File: config.mk
export PLATFORM = sky130hd
export DESIGN_NAME = op_config_ctrl
export DESIGN_NICKNAME = d
export VERILOG_FILES = /design/src/rtl/op_config_pkg.sv /design/src/rtl/op_config_ctrl_btn_debounce.sv /design/src/rtl/op_config_ctrl.sv
export SDC_FILE = /design/constraint.sdc
export NUM_CORES = 1
export LEC_CHECK = 0
export BUFFER_PORTS_ARGS = -buffer_cell sky130_fd_sc_hd__buf_2
export CAP_MARGIN = 15
export CORE_UTILIZATION = 63
export CTS_CLUSTER_DIAMETER = 30
export DETAILED_ROUTE_END_ITERATION = 8
export PLACE_DENSITY = 0.9
export SKIP_LAST_GASP = 1
export SYNTH_ARGS = -nofsm -noshare
export SYNTH_HDL_FRONTEND = slang
export SYNTH_SLANG_ARGS = --single-unit
export TNS_END_PERCENT = 1
File: constraint.sdc
create_clock -name clk -period 3.1 [get_ports clk]
set_input_delay 0.93 -clock clk [delete_from_list [all_inputs] [get_ports clk]]
set_output_delay 0.93 -clock clk [all_outputs]
set_load 0.005 [all_outputs]
File: src/rtl/op_config_pkg.sv
// Shared types and widths for the pushbutton/switch configuration controller
// that drives the ALU and barrel-shifter op/amount inputs.
package op_config_pkg;

   typedef enum logic [1:0] {
      TGT_ALU    = 2'd0,
      TGT_BS_OP  = 2'd1,
      TGT_BS_AMT = 2'd2
   } tgt_t;

   localparam int ALU_OP_W = 2;
   localparam int BS_OP_W  = 2;
   localparam int BS_AMT_W = 3;

   // 10 ms of stable samples at 100 MHz
   localparam int DB_CYCLES_DEFAULT = 1_000_000;

endpackage

File: src/rtl/op_config_ctrl_btn_debounce.sv
// Two-flop synchronizer plus counting debouncer for one raw pushbutton.
// Emits a single-cycle pulse when the debounced level rises.
module btn_debounce #(
   parameter int DB_CYCLES = 1_000_000
) (
   input  logic clk,
   input  logic rst,
   input  logic i_btn,
   output logic o_pulse
);

   localparam int CNT_W = $clog2(DB_CYCLES);
   localparam logic [CNT_W-1:0] CNT_MAX = CNT_W'(DB_CYCLES - 1);

   logic             r_sync1;
   logic             r_sync2;
   logic             r_state;
   logic [CNT_W-1:0] r_cnt;
   logic             r_pulse;
   logic             w_flip;

   assign w_flip  = (r_sync2 != r_state) && (r_cnt == CNT_MAX);
   assign o_pulse = r_pulse;

   always_ff @(posedge clk) begin
      if (rst) begin
         r_sync1 <= 1'b0;
         r_sync2 <= 1'b0;
         r_state <= 1'b0;
         r_cnt   <= '0;
         r_pulse <= 1'b0;
      end else begin
         r_sync1 <= i_btn;
         r_sync2 <= r_sync1;
         r_pulse <= w_flip && r_sync2;
         // Any agreement with the debounced level restarts the stability window
         if (r_sync2 == r_state) begin
            r_cnt <= '0;
         end else if (w_flip) begin
            r_state <= r_sync2;
            r_cnt   <= '0;
         end else begin
            r_cnt <= r_cnt + CNT_W'(1);
         end
      end
   end

endmodule

File: src/rtl/op_config_ctrl.sv
// Target-select FSM and configuration registers for the ALU/barrel-shifter,
// driven by debounced next/load buttons and synchronized slide switches.
module op_config_ctrl
   import op_config_pkg::*;
#(
   parameter int DB_CYCLES = DB_CYCLES_DEFAULT
) (
   input  logic                clk,
   input  logic                rst,
   input  logic                btn_next,
   input  logic                btn_load,
   input  logic [2:0]          sw,
   output logic [ALU_OP_W-1:0] alu_op,
   output logic [BS_OP_W-1:0]  bs_op,
   output logic [BS_AMT_W-1:0] bs_amt,
   output logic [1:0]          target,
   output logic                cfg_update
);

   logic [1:0]          w_btn_raw;
   logic [1:0]          w_btn_pulse;
   logic                w_next_p;
   logic                w_load_p;
   logic [2:0]          r_sw_s1;
   logic [2:0]          r_sw_s2;
   logic [1:0]          r_target;
   logic [1:0]          w_target_next;
   logic [ALU_OP_W-1:0] r_alu_op;
   logic [BS_OP_W-1:0]  r_bs_op;
   logic [BS_AMT_W-1:0] r_bs_amt;
   logic                r_cfg_update;

   assign w_btn_raw = {btn_load, btn_next};
   assign w_next_p  = w_btn_pulse[0];
   assign w_load_p  = w_btn_pulse[1];

   genvar gi;
   generate
      for (gi = 0; gi < 2; gi++) begin : g_db
         btn_debounce #(
            .DB_CYCLES(DB_CYCLES)
         ) u_db (
            .clk    (clk),
            .rst    (rst),
            .i_btn  (w_btn_raw[gi]),
            .o_pulse(w_btn_pulse[gi])
         );
      end
   endgenerate

   always_comb begin
      w_target_next = r_target;
      case (r_target)
         TGT_ALU:    if (w_next_p) w_target_next = TGT_BS_OP;
         TGT_BS_OP:  if (w_next_p) w_target_next = TGT_BS_AMT;
         TGT_BS_AMT: if (w_next_p) w_target_next = TGT_ALU;
         default:    w_target_next = TGT_ALU;
      endcase
   end

   always_ff @(posedge clk) begin
      if (rst) begin
         r_sw_s1      <= '0;
         r_sw_s2      <= '0;
         r_target     <= TGT_ALU;
         r_alu_op     <= '0;
         r_bs_op      <= '0;
         r_bs_amt     <= '0;
         r_cfg_update <= 1'b0;
      end else begin
         r_sw_s1      <= sw;
         r_sw_s2      <= r_sw_s1;
         r_target     <= w_target_next;
         r_cfg_update <= w_load_p;
         // Commit uses the pre-advance target when next and load coincide
         if (w_load_p) begin
            case (r_target)
               TGT_ALU:    r_alu_op <= r_sw_s2[ALU_OP_W-1:0];
               TGT_BS_OP:  r_bs_op  <= r_sw_s2[BS_OP_W-1:0];
               TGT_BS_AMT: r_bs_amt <= r_sw_s2[BS_AMT_W-1:0];
               default:    ;
            endcase
         end
      end
   end

   assign alu_op     = r_alu_op;
   assign bs_op      = r_bs_op;
   assign bs_amt     = r_bs_amt;
   assign target     = r_target;
   assign cfg_update = r_cfg_update;

endmodule

# [Word-level counts from Yosys, hierarchy flattened]
# Index checks and enable logic that the tools add are counted.
[word_totals] output_inout_bits=10 in_bits=7 ff_bits=64 word_cells=49
[op_classes] n_reduce_logical=13 add_sub_neg=2 n_eq_ne=11 n_bitwise=2 n_mux=4
[op_table] operator="adder 20 x 1 -> 20 bit, second input constant" n=2
[op_table] operator="== test 20 bit, second input constant" n=2
[op_table] operator="AND reduction 2 bit" n=5
[op_table] operator="two-way mux 2 bit" n=3
[op_table] operator="inequality test 2 x 1 -> 1 bit, second input constant" n=3
[op_table] operator="one-hot mux 2 bit (3 select lines)" n=1
[op_table] operator="OR reduction 3 bit" n=2
[op_table] operator="logical AND 1 bit" n=4
[op_table] operator="AND reduction 3 bit" n=1
[op_table] operator="== test 1 bit" n=2
[op_table] operator="== test 2 x 1 -> 1 bit, second input constant" n=1
[op_table] operator="== test 2 bit, second input constant" n=1
[op_table] operator="zero test 2 bit" n=1
[op_table] operator="inequality test 1 bit" n=2
[op_table] operator="NOT 1 bit" n=2

# [Longest topological paths before layout]
# Gate-level depths: netlist of the first run.
[logic_depth] ltp_word=3 ltp_mapped=6 depth_no_buf=5

# [Cells and area by module]
# From an unflattened synthesis of the first run, not the netlist that was laid out.
[unflattened] cells_unflattened=276 area_unflattened_um2=2753.9
[by_module_without_submodules] module="btn_debounce" area_each_um2=1091.0 n_inst=2 seq_area_each_um2=480.5 cells_each=113
[by_module_without_submodules] module="op_config_ctrl" area_each_um2=571.8 n_inst=1 seq_area_each_um2=320.3 cells_each=50

# [Worst setup path after synthesis of the first run]
# OpenSTA, ideal clock, no wires.
[synth_timing] path_kind="register -> register" from="reg g_db[1].u_db.r_cnt[13]" to="reg g_db[1].u_db.r_cnt[10]" stages_incl_launch_ff=6 t_arrival_ps=1820 path_buffers=1 synth_period_minus_slack_ps=1934 setup_time_ps=115 required_ps=2985 path_slack_ps=1166 cell_sequence="dfxtp_1 -> or4_1 -> or4_4 -> o21ai_4 -> buf_6 -> nor2_1"
[synth_via] elab_chain_len=3
[synth_lines] element="start, declared" line_no="op_config_ctrl_btn_debounce.sv:18" text="logic [CNT_W-1:0] r_cnt;"
[synth_lines] element="start signal, assigned" line_no="op_config_ctrl_btn_debounce.sv:43" text="r_cnt <= r_cnt + CNT_W'(1);"
[synth_lines] element="== test 20 bit" line_no="op_config_ctrl_btn_debounce.sv:22" text="assign w_flip = (r_sync2 != r_state) && (r_cnt == CNT_MAX);"
[synth_lines] element="logical AND 1 bit" line_no="op_config_ctrl_btn_debounce.sv:22"
[synth_lines] element="OR reduction 3 bit (no source line)"
# Every way passes these cells.
# A chain may end at the register's enable or synchronous reset.

# [Final worst setup path of the first run]
[layout_timing] from="reg g_db[1].u_db.r_cnt[13]" to="reg g_db[1].u_db.r_cnt[8]"
# Same word-level chain as after synthesis.

==> results of run 1 <==
## critical path: cells and delay by family, from the launching register on
kind | cells | cell delay, ps
AO/OA/AOI/OAI | 1 | 420
flip-flops | 1 | 350
AND/OR/NAND/NOR | 3 | 1240
## flip-flops by register name, summed over array words and instances (netlist names)
signal	cells
alu_op	2
g_db.u_db.r_sync1	2
r_sw_s1	3
g_db.u_db.o_pulse	2
g_db.u_db.r_state	2
g_db.u_db.r_cnt	40
target	2
bs_amt	3
cfg_update	1
g_db.u_db.r_sync2	2
r_sw_s2	3
bs_op	2
## power groups by stage
stage                     Sequential (mW)  Clock [mW]  Combinational (mW)
final                               0.832       0.676              0.0206
after global placement              0.850           0              0.0196
after global routing                0.832       0.721              0.0227
after detailed placement            0.851           0              0.0204
after CTS                           0.832       0.686              0.0209
after floorplan                     0.850           0              0.0141
## cell families (layout without fill, tap and decap cells)
kind of cell,after synthesis,count (layout),synth area share (%)
AND/OR/NAND/NOR,140,140,28.6
flip-flops,64,64,49.1
AO/OA/AOI/OAI,33,33,7.57
XOR/XNOR,27,27,9.06
buffers and inverters,17,39,2.83
multiplexers,5,5,1.92
adder cells (fa/ha/maj),2,2,0.958
## path summary, 6_finish.rpt
path / to / slack (ps) / cells past startpoint
setup / recovery: g_db[1].u_db.r_cnt[8]$_SDFF_PP0_ / 950 / 4
hold / removal: g_db[1].u_db.r_sync2$_SDFF_PP0_ / 440 / 1
hold reg to reg: g_db[1].u_db.r_sync2$_SDFF_PP0_ / 440 / 1
setup reg to reg: g_db[1].u_db.r_cnt[8]$_SDFF_PP0_ / 950 / 4
## final cells by class
class | instances | area (um2) | area share, %
sequential | 64 | 1280 | 44.2
inverter | 7 | 26.3 | 0.906
multi-input combinational | 207 | 1260 | 43.3
timing repair buffer | 17 | 87.6 | 3.02
clock buffer | 11 | 141 | 4.87
tap | 50 | 62.6 | 2.16
clock inverter | 4 | 45.0 | 1.55
## metrics by stage
step	instances	hold slack, ps
global route	360	452
floorplan	288	414
detailed placement	345	425
finish	360	439
global placement	345	417
CTS	360	440
## layer usage
layer  up-vias  routed length [um]
met5         -                   0
met4         0                  74
met3         8                 204
met2        52                2330
met1       981                2330
li1       1044                   -
## cells in the final DEF, fill, tap and decap left out, drive strengths merged, types with 2 or more instances in the layout
cell,count
dfxtp,64
nor2,43
xnor2,18
buf,17
nand2,15
a21oi,15
nand3,14
nor2b,12
nand4,12
clkbuf,11
or4,10
xor2,9
o21ai,9
or3,8
inv,7
nor3,6
o31ai,6
mux2i,5
nor4,4
and3,4
clkinv,3
or2,2
ha,2
==> results.md, run 1 <==
Status:
- The run finished with clean final reports.

Layout:
- The fraction of final layout cells with drive strength greater than 1 is between 10% and 20%.
- The final layout contains between 300 and 400 nets.
- The area added between synthesis and finish is 11.1%.
- For this run, the share of the core covered by cells in the final layout is between 70% and 80%.
- The post-route cell area is just under 3000 um2.
- 0 antenna diodes ended up in the layout.
- The number of filler cells placed in the layout is slightly below 300.

Synth:
- Of all flip-flops after synthesis, the portion carrying an async set or reset was 0%.
- The cell taking the most area after synthesis is sky130_fd_sc_hd__dfxtp_1.
- By instance count, the leading cell after synthesis is sky130_fd_sc_hd__dfxtp_1.
- The number of flops mapped to enable cells by yosys is 0.
- The number of warnings printed during yosys synthesis is 0.
- The total of flip-flops plus latches after synthesis is between 60 and 70.
- Summing the sequential cell areas from Yosys gives between 40 and 50% of the chip area.
- The number of standard cells after synthesis is 288.
- By area the synthesized netlist is led by sky130_fd_sc_hd__dfxtp_1, sky130_fd_sc_hd__nor2_1, sky130_fd_sc_hd__xnor2_1.
- When the netlist entered floorplanning its net count stood at just under 300.
- The area share of the largest cell type after synthesis is 49.1%.
- In this run the mean area of a mapped cell was roughly 9 um2.
- The mapped cell area is 2610 um2.
- Among all flip-flop cells after synthesis, the most frequent one is sky130_fd_sc_hd__dfxtp_1.
- The commonest cells after synthesis are sky130_fd_sc_hd__dfxtp_1, sky130_fd_sc_hd__nor2_1, sky130_fd_sc_hd__xnor2_1.
- After synthesis, the netlist uses 39 different library cells.

Power and ir drop:
- The total power draw is about 1.5 mW.
- Of the total power, the share spent switching nets is approximately a fifth.
- The share of total power dissipated in the clock network is between 40% and 50%.
- The internal power of the cells totals approximately 1.2 mW.
- The total power density per cell area is 527 nW/um2.
- The analysis attributes to cell leakage a power of ~0.96 nW.
- The worst voltage drop across the vdd grid is between 0.3 and 0.4 mV.
- The net switching component of the power is slightly above 0.3 mW.
- Of the total power, registers draw 54.4%.
- Per report_power, the combinational group accounts for under 10% of the total.

Timing:
- The worst slew slack as a fraction of its limit is 64.5%.
- The final critical-path setup slack is approximately 950 ps.
- The final count of pins violating max slew is 0.
- The aggregate negative setup slack is 0 ps.
- Setup violations remaining at the end of the flow were counted as 0.
- The maximum clock rate is approximately 470 MHz.
- The number of hold violations in the final report is 0.
- For the pin with the worst max-slew slack, the measured transition is between 500 and 600 ps.
- The final cycle utilization of the critical path is a little under 70%.
- The final worst clock skew is about 8.4 ps.
- The post-route minimum period is 2150 ps.
- Setup repair after global routing left no endpoint under its margin.

Global routing:
- The first global-routing pass estimated between 8 and 9 mm of wire.
- The number of global-route vias before repair is roughly 1900.
- The number of antenna violations at the first check in global routing is 0.
- The remaining global-route overflow is 0.
- The met1 routing resource usage after global routing is 30.0%.
- The met3 capacity usage during global routing is just under 7%.
- The met2 track demand over resource is 41.1%.
- The largest net degree at the start of global routing is 27.
- In this run the most used layer during global routing was met2.
- The overall fraction of global-route tracks in use is approximately a quarter.

Setup path:
- The required time at the worst-slack endpoint is 3300 ps.
- Among all stages on the critical path, the largest delay is contributed by sky130_fd_sc_hd__or4_1.
- The worst path arrival time is roughly 2400 ps.
- The startpoint of the lowest-slack register-to-register path is g_db[1].u_db.r_cnt[13]$_SDFF_PP0_.
- The sort of element at the end of the critical path is a flip-flop.
- The critical path starts at g_db[1].u_db.r_cnt[13]$_SDFF_PP0_.
- The highest cell delay on the worst timing path is between 500 and 600 ps.
- The highest net fanout along the worst path is 19.
- The signal on the critical path passes through or4_1 -> or4_4 -> o21ai_4 -> nor2_1.
- The startpoint kind of the worst setup timing path is a flip-flop.
- The kind of critical path is reg2reg.

CTS:
- The cell chosen for the clock root is sky130_fd_sc_hd__clkbuf_8.
- Post-CTS timing repair inserted 0 buffers for setup.
- Hold repair after CTS inserted 0 buffers.
- The number of cells upsized or downsized after cts is 0.
- Counting along the longest clock path gives a buffer depth of 2.
- The number of sinks handled by clock tree synthesis is between 60 and 70.
- The number of CTS-inserted buffers is 9.
- TritonCTS built the clock tree.
- The clock transition at the register clock pins on the worst setup and hold paths after CTS is approximately 70 ps.
- The clock tree synthesis step divided the H-tree into 3 levels.
- Clock latency on the worst-skew pair, taken at its later pin, is about 340 ps.

Route:
- Dividing the detail-routed wire length by the instance count gives 13.7 um.
- In this run the remaining antenna-violating nets after routing total 0.
- The violation count after the first detailed-routing iteration is 141.
- After detailed routing, the number of remaining DRC violations is 0.
- After detailed routing, the number of vias per cell comes to roughly 5.8.
- The final wirelength is ~4.9 mm.
- Before antenna repair, the detailed router went through 5 iterations.
- The total number of vias is 2085.

Die:
- The total I/O pin count is 17.
- The height of the die is 66.4 um.
- The initial utilization of the core area, before any placement, comes to between 60% and 70%.
- The core region is about 4000 um2.
- The die covers roughly 4400 um2.
- The die is around 66 um wide.
- The number of placement rows is 23.

Placement:
- The detailed placement HPWL is around 3.3 mm.
- The pre-CTS setup slack is about 1000 ps.
- In this run the tool buffered the top-level ports with 16 buffer cells.
- The area of placed instances is ~2700 um2.
- The placer congestion estimate is just under 0.8.

Job:
- The number of max-cap violations is 0.

Min path:
- The worst hold path begins at g_db[1].u_db.r_sync1$_SDFF_PP0_.
- The worst min-delay path category is reg2reg.
Note: power is estimated with default switching activity, not from simulation.
==> run 2, diff against run 1 <==
ABC_AREA = 1   (was unset)
CORE_UTILIZATION = 54   (was 63)
PLACE_DENSITY = 0.83   (was 0.9)
clock period = 1.9 ns   (was 3.1 ns; I/O delays follow)
==> results.md, run 2 <==
CTS:
- TritonCTS built the clock tree.
- The clock transition at the register clock pins on the worst setup and hold paths after CTS is 80 ps (about the same).
- The count of H-tree levels built during CTS came to 3 (unchanged).
- The number of cells upsized or downsized after cts was 0 (unchanged).
- The number of buffers inserted to repair setup after CTS is 0 (unchanged).
- The clock network latency to the later pin of the worst-skew pair was 350 ps (about the same).
- In this run the clock root is driven by a sky130_fd_sc_hd__clkbuf_8.
- The number of sinks handled by clock tree synthesis is 64 (unchanged).
- The hold buffer count at cts is 0 (unchanged).
- The number of CTS-inserted buffers is 9 (unchanged).
- The maximum clock path buffer count is 2 (unchanged).

Min path:
- The worst min-delay path category is reg2reg.

Timing:
- The final critical-path setup slack is 341 ps (-610 ps).
- The post-route minimum period is 1560 ps (-590 ps).
- The slew at the pin closest to its max-slew limit is 304 ps (-224 ps).
- The final cycle utilization of the critical path was 82.1% (+13 points).
- The aggregate negative setup slack is 0 ps (unchanged).
- The final worst clock skew is 7.04 ps (-1.34 ps).
- The final count of pins violating max slew is 0 (unchanged).
- The final hold slack is 406 ps (-32.7 ps).
- The setup violation total in the final timing report is 0 (unchanged).
- The maximum clock rate is 641 MHz (+38%).
- Setup repair after global routing left no endpoint under its margin.
- The worst slew slack as a fraction of its limit is 79.7% (+15 points).
- The number of hold violations in the final report is 0 (unchanged).

Synth:
- The share of synthesized flip-flops with an asynchronous set or reset is 0% (unchanged).
- The synthesized area divided by synthesized cell count is 6.96 um2 (-23%).
- The number of standard cells after synthesis was 426 (+48%).
- The number of nets in the synthesized netlist came to 435 (+46%).
- The total of flip-flops plus latches after synthesis came to 64 (unchanged).
- For this run, the leading register cell type out of synthesis is sky130_fd_sc_hd__dfxtp_1.
- The cell taking the most area after synthesis is sky130_fd_sc_hd__dfxtp_1.
- The area share of the largest cell type after synthesis was 43.2% (-5.9 points).
- By instance count, the leading cell after synthesis is sky130_fd_sc_hd__nor2_1.
- The proportion of synthesized chip area in sequential cells is 43.2% (-5.9 points).
- The number of warnings printed during yosys synthesis is 0 (unchanged).
- The distinct cell type count after synthesis is 25 (-36%).
- The mapped cell area is 2970 um2 (+14%).
- After synthesis, the most frequently instantiated cells are sky130_fd_sc_hd__nor2_1, sky130_fd_sc_hd__nand2_1, sky130_fd_sc_hd__dfxtp_1.
- The number of flops mapped to enable cells by yosys came to 0 (unchanged).
- Sorting the synthesized cells by area gives the leading types as sky130_fd_sc_hd__dfxtp_1, sky130_fd_sc_hd__nor2_1, sky130_fd_sc_hd__nand2_1.

Setup path:
- The highest net fanout along the worst path is 20 (+1).
- The worst path arrival time is 1790 ps (-560 ps).
- The required time at the worst-slack endpoint came to 2130 ps (-1170 ps).
- The kind of critical path is reg2reg.
- The worst setup path is launched from a flip-flop.
- The worst setup path is captured at a flip-flop.

Layout:
- The number of inserted diodes is 0 (unchanged).
- The area added between synthesis and finish is 11.1% (about the same).
- The post-route cell area is 3290 um2 (+14%).
- The post-layout net count was 458 (+45%).
- Leaving out fill and tap cells, the most frequent cell in the layout is sky130_fd_sc_hd__nor2_1.
- In the layout the commonest cells are sky130_fd_sc_hd__nor2_1, sky130_fd_sc_hd__nand2_1, sky130_fd_sc_hd__dfxtp_1.
- The fraction of final layout cells with drive strength greater than 1 was 11.7% (-0.26 points).
- The final standard cell count with taps included and fillers excluded is 524 (+46%).
- The number of flip-flops under the largest register name is 40 (unchanged).
- The largest register by flop count is g_db.u_db.r_cnt.
- The number of filler cells placed in the layout is 463 (+57%).

Route:
- The final wirelength is 5.62 mm (+14%).
- The total number of vias is 2565 (+23%).
- The number of antenna-violating nets in the routed design was 0 (unchanged).
- The violation count after the first detailed-routing iteration is 92 (-35%).
- The routed length per instance is 10.7 um (-22%).
- The count of TritonRoute iterations in the first routing pass is 4 (-1).
- The ratio of routed vias to standard cells is 4.90 (-15%).
- The post-route DRC violation count is 0 (unchanged).

Global routing:
- The number of antenna violations at the first check in global routing is 0 (unchanged).
- The largest net degree at the start of global routing is 21 (-22%).
- The number of global-route vias before repair is 2477 (+32%).
- The overall fraction of global-route tracks in use came to 22.1% (-3.0 points).
- The first-pass GRT wire length was 10.2 mm (+23%).
- The remaining global-route overflow is 0 (unchanged).

Placement:
- The number of I/O port buffers is 16 (unchanged).
- The placed cell count is 508 (+47%).
- The area of placed instances is 3110 um2 (+15%).
- The detailed placement HPWL was 4.14 mm (+26%).
- The placer congestion estimate came to 0.892 (+16%).
- The pre-CTS setup slack is 371 ps (-603 ps).

Die:
- The number of placement rows was 26 (+13%).
- The height of the die came to 76.1 um (+15%).
- The core area is 5200 um2 (+30%).
- The die area came to 5790 um2 (+31%).
- The overall die width is 76.1 um (+15%).
- The total I/O pin count is 17 (unchanged).
- The starting density of the core is 57.0% (-8.3 points).

Power and ir drop:
- The worst voltage drop across the vdd grid is 0.703 mV (+120%).
- The total power density per cell area is 741 nW/um2 (+40%).
- The static leakage is 1.21 nW (+26%).

Status:
- The run finished with clean final reports.

Job:
- The number of max-cap violations is 0 (unchanged).
-- run 2: cell types whose count changed after synthesis, moves of 8 or more --
cell,before,now
sky130_fd_sc_hd__nor2_1,43,114
sky130_fd_sc_hd__nand2_1,15,81
sky130_fd_sc_hd__inv_1,7,53
sky130_fd_sc_hd__nor2b_1,12,0
sky130_fd_sc_hd__nand3_1,14,25
sky130_fd_sc_hd__xnor2_1,18,8
sky130_fd_sc_hd__or3_1,8,0
sky130_fd_sc_hd__or4_1,8,0
-- run 2: where the power goes --
part | switching (mW) | internal, mW
Sequential | 0.00601 | 1.35
Combinational | 0.0246 | 0.0153
Clock | 0.560 | 0.482
Total | 0.591 | 1.85
-- run 2: logic make-up (layout without fill, tap and decap cells) --
kind of cell,after synthesis,after routing,synth area share (%)
fa+ha+maj,2,2,0.843
simple gates,249,249,36.3
xor+xnor,23,23,6.79
compound gates,26,26,4.47
buf+inv,62,90,8.44
flops,64,64,43.2
-- run 2: stage by stage --
| step | utilization, % | total power [mW] |
|---|---|---|
| 2_1_floorplan | - | 1.42 |
| 3_3_place_gp | 59.8 | 1.43 |
| 3_5_place_dp | 59.8 | 1.43 |
| 4_1_cts | 63.3 | 2.47 |
| 5_1_grt | 63.3 | 2.54 |
| 6_report | 63.3 | 2.44 |
-- run 2: critical path, cell delays in order (launching register included) --
cell and delay (ps):
sky130_fd_sc_hd__dfxtp_1 410, sky130_fd_sc_hd__ha_1 230, sky130_fd_sc_hd__nand3_2 150, sky130_fd_sc_hd__nor2_1 150, sky130_fd_sc_hd__nand3_1 100, sky130_fd_sc_hd__nand3_1 90
sky130_fd_sc_hd__buf_4 240, sky130_fd_sc_hd__nor2_1 80
-- run 2: area by class of cell --
class	count	area [um2]	share of cell area (%)
Tap cell	70	87.6	2.66
Clock buffer	9	124	3.76
Timing Repair Buffer	19	103	3.11
Sequential cell	64	1280	38.9
Multi-Input combinational cell	300	1440	43.6
Inverter	55	206	6.27
Clock inverter	7	57.6	1.75
-- run 2: worst paths after layout --
kind                                                       start                           endpoint  slack (ps)  depth (start not counted)
worst max register to register  g_db[0].u_db.r_cnt[0]$_SDFF_PP0_  g_db[0].u_db.r_cnt[15]$_SDFF_PP0_         340                          7
worst min-delay path                       r_sw_s1[2]$_SDFF_PP0_              r_sw_s2[2]$_SDFF_PP0_         410                          2
worst max-delay path            g_db[0].u_db.r_cnt[0]$_SDFF_PP0_  g_db[0].u_db.r_cnt[15]$_SDFF_PP0_         340                          7
worst min register to register             r_sw_s1[2]$_SDFF_PP0_              r_sw_s2[2]$_SDFF_PP0_         410                          2
-- run 2: metal layers --
layer,wire [um],track usage (%),vias to the layer above
met1,2520,23.8,1129
li1,-,-,1359
met3,285,8.38,16
met5,0,0,-
met2,2690,37.3,61
met4,126,12.1,0
